File: config.mk
export PLATFORM = sky130hd
export DESIGN_NAME = seq_sub_16b_flat
export DESIGN_NICKNAME = d
export VERILOG_FILES = /design/src/rtl/seq_sub_16b_if.sv /design/src/rtl/seq_sub_16b.sv /design/src/flat_wrapper.sv
export SDC_FILE = /design/constraint.sdc
export NUM_CORES = 1
export LEC_CHECK = 0
export ABC_AREA = 1
export CAP_MARGIN = 30
export CORE_UTILIZATION = 57
export CTS_CLUSTER_DIAMETER = 30
export CTS_CLUSTER_SIZE = 8
export DETAILED_ROUTE_END_ITERATION = 10
export PLACE_DENSITY = 0.85
export SYNTH_ARGS = -nofsm -noshare
export SYNTH_HDL_FRONTEND = slang
export SYNTH_SLANG_ARGS = --single-unit
File: constraint.sdc
create_clock -name clock -period 6.5 [get_ports clock]
set_clock_uncertainty 0.2 [all_clocks]
set_input_delay 0.975 -clock clock [delete_from_list [all_inputs] [get_ports clock]]
set_output_delay 0.975 -clock clock [all_outputs]
set_load 0.02 [all_outputs]
File: src/rtl/seq_sub_16b_if.sv
// ---------------------------------------------------------------------------
// seq_sub_16b_if
// Request/result bundle for the sequential 16-bit subtractor.
//   start  : request, sampled on the rising clock edge
//   a, b   : minuend / subtrahend, only meaningful on the accepting edge
//   busy   : subtraction in progress
//   done   : one-cycle pulse, result fields valid
//   diff   : a - b modulo 2^16
//   b_out  : unsigned borrow (a < b)
//   ovf    : signed two's-complement overflow
// master drives the request side; slave is the subtractor.
// ---------------------------------------------------------------------------
interface seq_sub_16b_if;
    localparam int unsigned DW = 16;

    logic          start;
    logic [DW-1:0] a;
    logic [DW-1:0] b;
    logic          busy;
    logic          done;
    logic [DW-1:0] diff;
    logic          b_out;
    logic          ovf;

    modport master (
        output start, a, b,
        input  busy, done, diff, b_out, ovf
    );

    modport slave (
        input  start, a, b,
        output busy, done, diff, b_out, ovf
    );
endinterface

File: src/rtl/seq_sub_16b.sv
// ---------------------------------------------------------------------------
// seq_sub_16b
// Nibble-serial 16-bit subtractor: a - b computed as a + ~b + 1, one 4-bit
// slice per clock, four clocks per operation, fixed latency.
//   clock   : rising-edge clock
//   reset_n : asynchronous active-low reset
//   bus     : seq_sub_16b_if.slave (start/a/b in; busy/done/diff/b_out/ovf out)
// All outputs are registered; results only update on the completion edge.
// ---------------------------------------------------------------------------
module seq_sub_16b (
    input  logic          clock,
    input  logic          reset_n,
    seq_sub_16b_if.slave  bus
);
    localparam int unsigned DW = 16;
    localparam int unsigned SW = 4;
    localparam int unsigned CW = 2;

    typedef enum logic [1:0] {
        S_IDLE = 2'd0,
        S_RUN  = 2'd1,
        S_DONE = 2'd2
    } state_t;

    state_t          r_state;
    logic [CW-1:0]   r_cnt;
    logic            r_carry;
    logic [DW-1:0]   r_a;
    logic [DW-1:0]   r_b;
    logic [DW-1:0]   r_part;
    logic            r_busy;
    logic            r_done;
    logic [DW-1:0]   r_diff;
    logic            r_b_out;
    logic            r_ovf;

    logic [SW-1:0]   w_a_sl;
    logic [SW-1:0]   w_nb_sl;
    logic [SW:0]     w_sum;
    logic            w_c_msb;
    logic [3:0]      w_base;

    // Bit offset of the slice selected by the counter.
    assign w_base  = {r_cnt, 2'b00};
    assign w_a_sl  = r_a[w_base +: SW];
    assign w_nb_sl = ~r_b[w_base +: SW];

    // One slice of a + ~b + carry; bit SW is the slice carry out.
    assign w_sum = (SW+1)'({1'b0, w_a_sl}) + (SW+1)'({1'b0, w_nb_sl}) + (SW+1)'(r_carry);

    // Carry into the slice MSB recovered from its sum bit (s = a ^ b ^ cin).
    assign w_c_msb = w_a_sl[SW-1] ^ w_nb_sl[SW-1] ^ w_sum[SW-1];

    // Control FSM, datapath and registered outputs.
    always_ff @(posedge clock or negedge reset_n) begin
        if (!reset_n) begin
            r_state <= S_IDLE;
            r_cnt   <= '0;
            r_carry <= 1'b0;
            r_a     <= '0;
            r_b     <= '0;
            r_part  <= '0;
            r_busy  <= 1'b0;
            r_done  <= 1'b0;
            r_diff  <= '0;
            r_b_out <= 1'b0;
            r_ovf   <= 1'b0;
        end else begin
            case (r_state)
                S_IDLE, S_DONE: begin
                    r_done <= 1'b0;
                    if (bus.start) begin
                        r_a     <= bus.a;
                        r_b     <= bus.b;
                        r_carry <= 1'b1;
                        r_cnt   <= '0;
                        r_busy  <= 1'b1;
                        r_state <= S_RUN;
                    end else begin
                        r_state <= S_IDLE;
                    end
                end

                S_RUN: begin
                    // start is ignored here; operands stay latched.
                    r_part[w_base +: SW] <= w_sum[SW-1:0];
                    r_carry              <= w_sum[SW];
                    r_cnt                <= CW'(r_cnt + CW'(1));
                    if (r_cnt == CW'(3)) begin
                        r_diff  <= {w_sum[SW-1:0], r_part[DW-SW-1:0]};
                        r_b_out <= ~w_sum[SW];
                        r_ovf   <= w_c_msb ^ w_sum[SW];
                        r_busy  <= 1'b0;
                        r_done  <= 1'b1;
                        r_state <= S_DONE;
                    end
                end

                default: begin
                    r_busy  <= 1'b0;
                    r_done  <= 1'b0;
                    r_state <= S_IDLE;
                end
            endcase
        end
    end

    assign bus.busy  = r_busy;
    assign bus.done  = r_done;
    assign bus.diff  = r_diff;
    assign bus.b_out = r_b_out;
    assign bus.ovf   = r_ovf;

endmodule

File: src/flat_wrapper.sv
// flat-port wrapper written by rule: the top's interface ports become plain ports
module seq_sub_16b_flat 
  (clock, reset_n, bus_start, bus_a, bus_b, bus_busy, bus_done, bus_diff, bus_b_out, bus_ovf);
  seq_sub_16b_if bus_i ();
  input  logic clock;
  input  logic reset_n;
  input wire logic [$bits(bus_i.start)-1:0] bus_start;
  input wire logic [$bits(bus_i.a)-1:0] bus_a;
  input wire logic [$bits(bus_i.b)-1:0] bus_b;
  output wire logic [$bits(bus_i.busy)-1:0] bus_busy;
  output wire logic [$bits(bus_i.done)-1:0] bus_done;
  output wire logic [$bits(bus_i.diff)-1:0] bus_diff;
  output wire logic [$bits(bus_i.b_out)-1:0] bus_b_out;
  output wire logic [$bits(bus_i.ovf)-1:0] bus_ovf;
  assign bus_i.start = bus_start;
  assign bus_i.a = bus_a;
  assign bus_i.b = bus_b;
  assign bus_busy = bus_i.busy;
  assign bus_done = bus_i.done;
  assign bus_diff = bus_i.diff;
  assign bus_b_out = bus_i.b_out;
  assign bus_ovf = bus_i.ovf;
  seq_sub_16b u_core (.clock(clock), .reset_n(reset_n), .bus(bus_i));
endmodule
==> flow_summary.json, run 1 <==
{
  "synth_edf_count": 0,
  "synth-main-ff-cell": "dfrtp_1",
  "syn-cell-area_um2": 3250,
  "synth_top_family_by_area": "multiplexers",
  "row_count": 27,
  "wl_per_cell_um": 15.4,
  "die_h_um": 77.5,
  "drt_first_pass_iters": 4,
  "drc": 0,
  "start_kind": "flip-flop",
  "avgViaCountPerCell": 5.41,
  "nets": 387,
  "grt_overflow": 0,
  "synthDistinctLibCells": 30,
  "yosysTopAreaCell": "dfrtp_1",
  "status": "completed",
  "gp_congestion": 0.827,
  "holdBufCountCts": 0,
  "port_buffers": 54,
  "gr-usage-met2_pct": 39.2,
  "power_leakage_nw": 1.90,
  "dpl.cell_count": 403,
  "grt_max_degree": 69,
  "maxCapViolations": 0,
  "core-area_um2": 5510,
  "use_met3_pct": 6.24,
  "setup_viol": 0,
  "syn_inst": 287,
  "vias": 2254,
  "combPwrFrac_pct": 51.1,
  "floorplan.initialDensity_pct": 58.9,
  "cts-root-buf": "clkbuf_8",
  "p_sw_share_pct": 40.8,
  "finalHoldViolCount": 0,
  "fmax_ghz": 0.340,
  "pwr-share-clk_pct": 15.4,
  "post-route-period-util_pct": 45.2,
  "cts_resized": 0,
  "numCtsBuffers": 9,
  "crit_fanout": 22,
  "path_cells": "inv_2 > o21ai_0 > o22ai_1 > fa_1 > inv_1 > fa_1 > nand2_1 > o22ai_1",
  "r2r-start": "u_core.r_cnt[0]$_DFFE_PN0P_",
  "clkLatencyLatePin_ns": 0.35,
  "critical_path_class": "flip-flop to flip-flop",
  "grt_use_met1_pct": 29.3,
  "critPathRequiredTime_ns": 6.53,
  "synth.most_common_cell": "dfrtp_1",
  "p_int_mw": 1.32,
  "maxSlewHeadroom_pct": 44.3,
  "clkTransAtPathRegs_ns": 0.07,
  "hpwl_mm": 4.63,
  "critPathLaunch": "u_core.r_cnt[0]$_DFFE_PN0P_",
  "synth_seq_cells": 68,
  "slowest_stage": "dfrtp_1",
  "yosysTopAreaCellShare_pct": 52.4,
  "grt_antenna_before_repair": 0,
  "min_from": "u_core.r_part[11]$_DFFE_PN0P_",
  "grt_usage_pct": 24.2,
  "dp_slack_ns": 3.63,
  "drive_gt1_share_pct": 20.6,
  "maxSlewViolCount": 0,
  "synth_common_cells": "68 x dfrtp_1, 60 x nand2_1, 27 x mux2_4",
  "synthTopCellsByArea": "dfrtp_1 52%, mux2_4 12%, nand2_1 6.9%, o21ai_2 3.5%, ha_1 3.1%",
  "synth_fa_ha_area_share_pct": 4.32,
  "powerDensity_nw_per_um2": 562,
  "cts_sinks": 68,
  "top_usage_layer": "met2",
  "drt_wl_total_mm": 6.42,
  "ios": 55,
  "syn_avg_cell_area_um2": 11.3,
  "hold_class": "flip-flop to flip-flop",
  "yosysSeqAreaShare_pct": 52.4,
  "post_cts_buffers": 0,
  "dieArea_um2": 6000,
  "grt_pass1_wl_mm": 10.7,
  "tns_ns": 0,
  "hold_ws_ns": 0.280,
  "synth-xor-area-share_pct": 0,
  "sequentialPowerShare_pct": 33.6,
  "synth_mux_area_share_pct": 14.2,
  "antenna_left": 0,
  "syn-num-nets": 332,
  "critical_path.endpoint_type": "flip-flop",
  "period_needed_ns": 2.94,
  "arrival_ns": 2.96,
  "synth_compound_area_share_pct": 10.1,
  "max-vdd-ir-drop_v": 0.000297,
  "n_antenna_cell": 0,
  "layoutNonFillerInstCount": 417,
  "grt_pass1_vias": 2310,
  "cts_tree": "yes",
  "setup_ws_ns": 3.56,
  "drt_iter0_markers": 128,
  "tightest_slew_ns": 0.835,
  "yosysWarnings": 0,
  "areaGrowthSynthToFinish_pct": 22.1,
  "cts_max_path_buffers": 2,
  "rsz0062_at_grt": "false",
  "htreeDepth": 3,
  "yosys.area_share.simple_pct": 12.5,
  "die_x_um": 77.5,
  "async_flop_share_pct": 100,
  "cpPeakStageDelay_ns": 0.75,
  "p_sw_mw": 0.909
}
-- logic make-up after synthesis --
logic type               Yosys count
flip-flops                        68
AO/OA/AOI/OAI                     48
buffers and inverters             38
adder cells (fa/ha/maj)           10
multiplexers                      32
AND/OR/NAND/NOR                   91
-- final cells by class --
cell class / instances / area (µm²)
clock buffer: 12 / 155
clock inverter: 2 / 35.0
fill: 389 / 1540
inverter: 27 / 104
multi-input combinational: 181 / 1330
sequential: 68 / 1700
tap: 72 / 90.1
timing repair buffer: 55 / 543
-- path summary, 6_finish.rpt --
check,end,slack (ns),cells past startpoint
min in group asynchronous,u_core.r_b[3]$_DFFE_PN0P_,0.62,2
hold / removal,u_core.r_part[11]$_DFFE_PN0P_,0.28,2
hold reg to reg,u_core.r_part[11]$_DFFE_PN0P_,0.28,2
setup reg to reg,u_core.r_part[5]$_DFFE_PN0P_,3.56,8
setup / recovery,u_core.r_part[5]$_DFFE_PN0P_,3.56,8
max in group asynchronous,u_core.r_part[7]$_DFFE_PN0P_,4.95,2
-- flip-flops by register name, indices dropped and copies added (netlist names) --
| register | flops |
|---|---|
| u_core.r_state | 2 |
| u_core.bus.busy | 1 |
| u_core.bus.ovf | 1 |
| u_core.r_b | 16 |
| u_core.bus.b_out | 1 |
| u_core.bus.diff | 16 |
| u_core.r_carry | 1 |
| u_core.r_cnt | 2 |
| u_core.r_part | 12 |
| u_core.r_a | 16 |
-- layout by cell type, fill, tap and decap left out, types with 2 or more instances in the layout --
cell and count:
dfrtp_1 68, nand2_1 60, clkdlybuf4s50_1 53, mux2_4 27, inv_1 23, o22ai_1 14, o21ai_2 13, clkbuf_8 11
nor2_1 10, nand3_1 9, o21ai_0 8, ha_1 8, a21oi_1 6, mux2_2 5, a32o_1 4, inv_2 3
o21ai_1 3, nand2_2 2, or2_2 2, nand4_1 2, fa_1 2
-- metrics by stage --
| step | cell area (µm²) | utilization [%] | total power, mW |
|---|---|---|---|
| 2_1_floorplan | 3250 | - | 1.58 |
| 3_3_place_gp | 3770 | 68.5 | 1.81 |
| 3_5_place_dp | 3770 | 68.5 | 1.88 |
| 4_1_cts | 3960 | 72.0 | 2.23 |
| 5_1_grt | 3960 | 72.0 | 2.40 |
| 6_report | 3960 | 72.0 | 2.23 |
-- power groups by stage --
stage / logic (mW) / registers [mW] / clock network, mW
after floorplan: 0.827 / 0.753 / 0
after global placement: 1.07 / 0.739 / 0
after detailed placement: 1.13 / 0.747 / 0
after CTS: 1.14 / 0.743 / 0.349
after global routing: 1.26 / 0.764 / 0.369
final: 1.14 / 0.747 / 0.342
-- worst max-delay path: cells and delay by family (launching register included) --
family / cells / cell delay, ns
AND/OR/NAND/NOR: 1 / 0.12
buffers and inverters: 2 / 0.43
adder cells (fa/ha/maj): 2 / 0.86
AO/OA/AOI/OAI: 3 / 0.45
flip-flops: 1 / 0.75
-- metal layers --
metal,vias to the layer above,share of wire [%]
met4,0,2.9
li1,1064,-
met5,-,0
met1,1094,44
met3,18,4.4
met2,78,49
Note: power is estimated with default switching activity, not from simulation.
==> run 2, diff against run 1 <==
CORE_UTILIZATION = 53   (was 57)
PLACE_DENSITY = 0.8   (was 0.85)
clock period = 3.05 ns   (was 6.5 ns; I/O delays follow)
==> run 2 against run 1 <==
The flow now finishes with violations (negative hold slack). Final cell count increased by 1.7%. Non-clock buffer count rose by 2. Critical path depth grew 1.
==> flow_summary.json, run 2 (synthesis results as in run 1) <==
{
  "htreeDepth": 3,
  "setup_viol": 0,
  "vias": 2248,
  "critical_path.endpoint_type": "flip-flop",
  "floorplan.initialDensity_pct": 54.8,
  "violations": "negative hold slack",
  "start_kind": "flip-flop",
  "holdBufCountCts": 0,
  "numCtsBuffers": 9,
  "finalHoldViolCount": 33,
  "maxCapViolations": 0,
  "tns_ns": 0,
  "clkLatencyLatePin_ns": 0.35,
  "rsz0062_at_grt": "false",
  "cts_max_path_buffers": 2,
  "critPathRequiredTime_ns": 3.08,
  "avgViaCountPerCell": 5.30,
  "final_util_pct": 68.0,
  "post_cts_buffers": 0,
  "port_buffers": 54,
  "hold_ws_ns": -0.0187,
  "dp_slack_ns": 0.519,
  "critical_path_class": "flip-flop to flip-flop",
  "areaGrowthSynthToFinish_pct": 24.0,
  "tightest_slew_ns": 0.777,
  "final_common_cell": "dfrtp_1",
  "maxSlewViolCount": 0,
  "powerDensity_nw_per_um2": 1190,
  "gp_congestion": 0.799,
  "crit_fanout": 22,
  "hold_class": "input pin to asynchronous set/reset pin",
  "core-area_um2": 5920,
  "grt_usage_pct": 23.1,
  "drive_gt1_share_pct": 21.8,
  "drc": 0,
  "grt_pass1_vias": 2363,
  "cts_sinks": 68,
  "clkTransAtPathRegs_ns": 0.07,
  "period_needed_ns": 2.54,
  "drt_iter0_markers": 98,
  "grt_overflow": 0,
  "cts_tree": "yes",
  "arrival_ns": 2.56,
  "final_cell_mix": "68 x dfrtp_1, 60 x nand2_1, 53 x clkdlybuf4s50_1, 27 x mux2_4, 23 x inv_1",
  "grt_antenna_before_repair": 0,
  "hpwl_mm": 4.55,
  "row_count": 28,
  "status": "complete, but fails checks",
  "fmax_ghz": 0.394,
  "post-route-period-util_pct": 83.2,
  "grt_max_degree": 36,
  "wl_per_cell_um": 14.8,
  "ios": 55,
  "antenna_left": 0,
  "max-vdd-ir-drop_v": 0.000559,
  "grt_pass1_wl_mm": 10.9,
  "dieArea_um2": 6440,
  "drt_first_pass_iters": 5,
  "die_x_um": 80.3,
  "nets": 389,
  "n_antenna_cell": 0,
  "cts-root-buf": "clkbuf_8",
  "maxSlewHeadroom_pct": 48.2,
  "drt_wl_total_mm": 6.26,
  "power_leakage_nw": 1.93,
  "cts_resized": 0,
  "setup_ws_ns": 0.513,
  "die_h_um": 80.3
}
[run 2: report_power, final]
| group | switching, mW | internal, mW |
|---|---|---|
| registers | 0.267 | 1.30 |
| clock network | 0.330 | 0.465 |
| logic | 1.33 | 1.11 |
| total | 1.93 | 2.87 |
[run 2: final cells by class]
type | count | area [µm²]
Clock buffer | 13 | 179
Tap cell | 75 | 93.8
Clock inverter | 3 | 42.5
Multi-Input combinational cell | 181 | 1330
Inverter | 27 | 104
Timing Repair Buffer | 57 | 571
Fill cell | 444 | 1900
Sequential cell | 68 | 1700
[run 2: routing by layer]
layer  track usage, %  vias to the layer above  wire length, µm
met1             28.2                     1098             2770
met4             14.3                        0              173
met3             4.77                       17              211
met2             37.4                       61             3100
li1                 -                     1072                -
met5                0                        -                0
[run 2: path summary, 6_finish.rpt]
path | from | end | slack [ns] | depth (start not counted)
max | u_core.r_cnt[0]$_DFFE_PN0P_ | u_core.r_part[2]$_DFFE_PN0P_ | 0.51 | 9
min | reset_n | u_core.r_b[15]$_DFFE_PN0P_ | -0.02 | 1
max reg2reg | u_core.r_cnt[0]$_DFFE_PN0P_ | u_core.r_part[2]$_DFFE_PN0P_ | 0.51 | 9
min reg2reg | u_core.bus.busy$_DFFE_PN0P_ | u_core.bus.busy$_DFFE_PN0P_ | 0.28 | 2
max in group asynchronous | reset_n | u_core.bus.diff[6]$_DFFE_PN0P_ | 2.02 | 2
min in group clock | u_core.bus.busy$_DFFE_PN0P_ | u_core.bus.busy$_DFFE_PN0P_ | 0.28 | 2
[run 2: critical path, stage by stage, from the launching register on]
cell     delay (ns)
dfrtp_1        0.46
inv_2          0.30
o21ai_0        0.12
o22ai_1        0.17
fa_1           0.20
inv_1          0.06
fa_1           0.40
or2_2          0.30
nand2_1        0.10
o22ai_1        0.09
[run 2: stage by stage]
step                      total power, mW  instance area (µm²)  hold WS [ns]  cells
after detailed placement             4.00                 3800         0.261    408
after floorplan                      3.37                 3250       -0.0381    287
after global routing                 5.18                 4030        0.0397    424
final                                4.80                 4030       -0.0187    424
after CTS                            4.81                 4030      0.000183    424
after global placement               3.91                 3800         0.260    408
==> run 3, diff against run 2 <==
CORE_UTILIZATION = 48   (was 53)
PLACE_DENSITY = 0.76   (was 0.8)
clock period = 2.1 ns   (was 3.05 ns; I/O delays follow)
==> run 3 against run 2 <==
The flow finishes with violations (design-rule violations, negative setup slack). Register-to-register slack lost 0.68 ns. First-iteration DRC count grew 39%. Global-route usage shrank 1.9 points. Worst setup slack lost 0.68 ns. Total power grew 76%. Non-clock buffer count grew 15. Combinational power grew 110%. Sequential power grew 45%. Fmax grew 12%. Utilization shrank 0.93 points. Flip-flop and latch count is the same.
==> flow_summary.json, run 3 (synthesis results as in run 1) <==
{
  "antenna_left": 0,
  "areaGrowthSynthToFinish_pct": 32.7,
  "max-vdd-ir-drop_v": 0.000938,
  "drt_iter0_markers": 136,
  "period_needed_ns": 2.26,
  "grt_pass1_vias": 2385,
  "htreeDepth": 3,
  "wl_per_cell_um": 15.5,
  "maxCapViolations": 0,
  "finalPower_mw": 8.44,
  "avgViaCountPerCell": 5.25,
  "setup_ws_ns": -0.163,
  "drive_gt1_share_pct": 33.5,
  "dieArea_um2": 7090,
  "grt_antenna_before_repair": 0,
  "tightest_slew_ns": 0.364,
  "rsz0062_at_grt": "true",
  "fmax_ghz": 0.442,
  "port_buffers": 54,
  "powerDensity_nw_per_um2": 1960,
  "setup_viol": 16,
  "maxSlewViolCount": 0,
  "cts_sinks": 68,
  "clkLatencyLatePin_ns": 0.35,
  "crit_fanout": 7,
  "critPathLaunch": "u_core.r_cnt[0]$_DFFE_PN0P_",
  "grt_max_degree": 69,
  "floorplan.initialDensity_pct": 50.5,
  "drt_first_pass_iters": 7,
  "arrival_ns": 2.30,
  "core-area_um2": 6420,
  "cts_max_path_buffers": 2,
  "gp_congestion": 0.835,
  "status": "complete, but fails checks",
  "grt_overflow": 0,
  "drt_wl_total_mm": 6.85,
  "critical_path_class": "flip-flop to flip-flop",
  "n_antenna_cell": 0,
  "dp_slack_ns": -0.175,
  "r2r-start": "u_core.r_cnt[0]$_DFFE_PN0P_",
  "drc": 4,
  "hold_ws_ns": 0.280,
  "finalHoldViolCount": 0,
  "ios": 55,
  "critPathRequiredTime_ns": 2.13,
  "violations": "design-rule violations, negative setup slack",
  "final_cell_mix": "67 x dfrtp_1, 53 x clkdlybuf4s50_1, 51 x nand2_1, 27 x mux2_4, 20 x inv_1",
  "hold_class": "input pin to asynchronous set/reset pin",
  "hpwl_mm": 4.50,
  "power_leakage_nw": 2.03,
  "post-route-period-util_pct": 108,
  "critical_path.endpoint_type": "flip-flop",
  "die_x_um": 84.2,
  "maxSlewHeadroom_pct": 75.8,
  "grt_pass1_wl_mm": 11.4,
  "vias": 2315,
  "row_count": 29,
  "start_kind": "flip-flop",
  "cts-root-buf": "clkbuf_8",
  "final_util_pct": 67.1,
  "numCtsBuffers": 9,
  "nets": 404,
  "die_h_um": 84.2,
  "final_common_cell": "dfrtp_1",
  "grt_usage_pct": 21.2,
  "clkTransAtPathRegs_ns": 0.08,
  "cts_tree": "yes"
}
-- run 3: where the power goes --
group / internal (mW) / switching (mW) / leakage [nW]
registers: 1.89 / 0.378 / 0.848
logic: 2.47 / 2.64 / 1.09
clock network: 0.541 / 0.521 / 0.0910
total: 4.90 / 3.54 / 2.03
-- run 3: area by class of cell --
type / instances / area, µm²
Clock buffer: 9 / 124
Clock inverter: 7 / 67.6
Fill cell: 491 / 2120
Inverter: 27 / 106
Multi-Input combinational cell: 181 / 1500
Sequential cell: 68 / 1700
Tap cell: 77 / 96.3
Timing Repair Buffer: 72 / 713
-- run 3: path summary, 6_finish.rpt --
path,to,slack (ns),cells past startpoint
min in group clock,u_core.bus.diff[11]$_DFFE_PN0P_,0.28,2
max reg2reg,u_core.r_part[1]$_DFFE_PN0P_,-0.16,8
min,u_core.r_b[15]$_DFFE_PN0P_,0.28,3
max in group asynchronous,u_core.r_cnt[0]$_DFFE_PN0P_,1.08,3
min reg2reg,u_core.bus.diff[11]$_DFFE_PN0P_,0.28,2
max,u_core.r_part[1]$_DFFE_PN0P_,-0.16,8
-- run 3: worst max-delay path: stages (launching register included) --
cell	delay, ns
dfrtp_2	0.47
inv_4	0.12
nand2_2	0.06
a32o_2	0.25
fa_2	0.35
inv_2	0.08
fa_2	0.46
inv_2	0.10
o22ai_2	0.06
-- run 3: through the flow --
stage / TNS, ns / cells / instance area [µm²]
5_1_grt: -3.04 / 441 / 4310
2_1_floorplan: -1.39 / 287 / 3290
3_3_place_gp: -1.12 / 420 / 3910
3_5_place_dp: -1.79 / 420 / 3910
4_1_cts: -0.975 / 439 / 4210
6_report: -1.44 / 441 / 4310
-- run 3: timing repair --
| item | CTS | global route |
|---|---|---|
| buffers inserted | 2 | 2 |
| hold buffers | 1 | 0 |
| setup endpoints to repair | 16 | 17 |
| gates resized for setup | 25 | 17 |
| pin swaps | 10 | 7 |
| hold endpoints to repair | 68 | 0 |
| cloned | 0 | 0 |
-- run 3: per-layer routing --
metal  GRT usage [%]  routed length (µm)  vias up
met5               0                   0        -
met4            13.2                 301        0
met3            4.23                 231       23
met2            32.7                3260       62
met1            27.6                3050     1124
li1                -                   -     1106
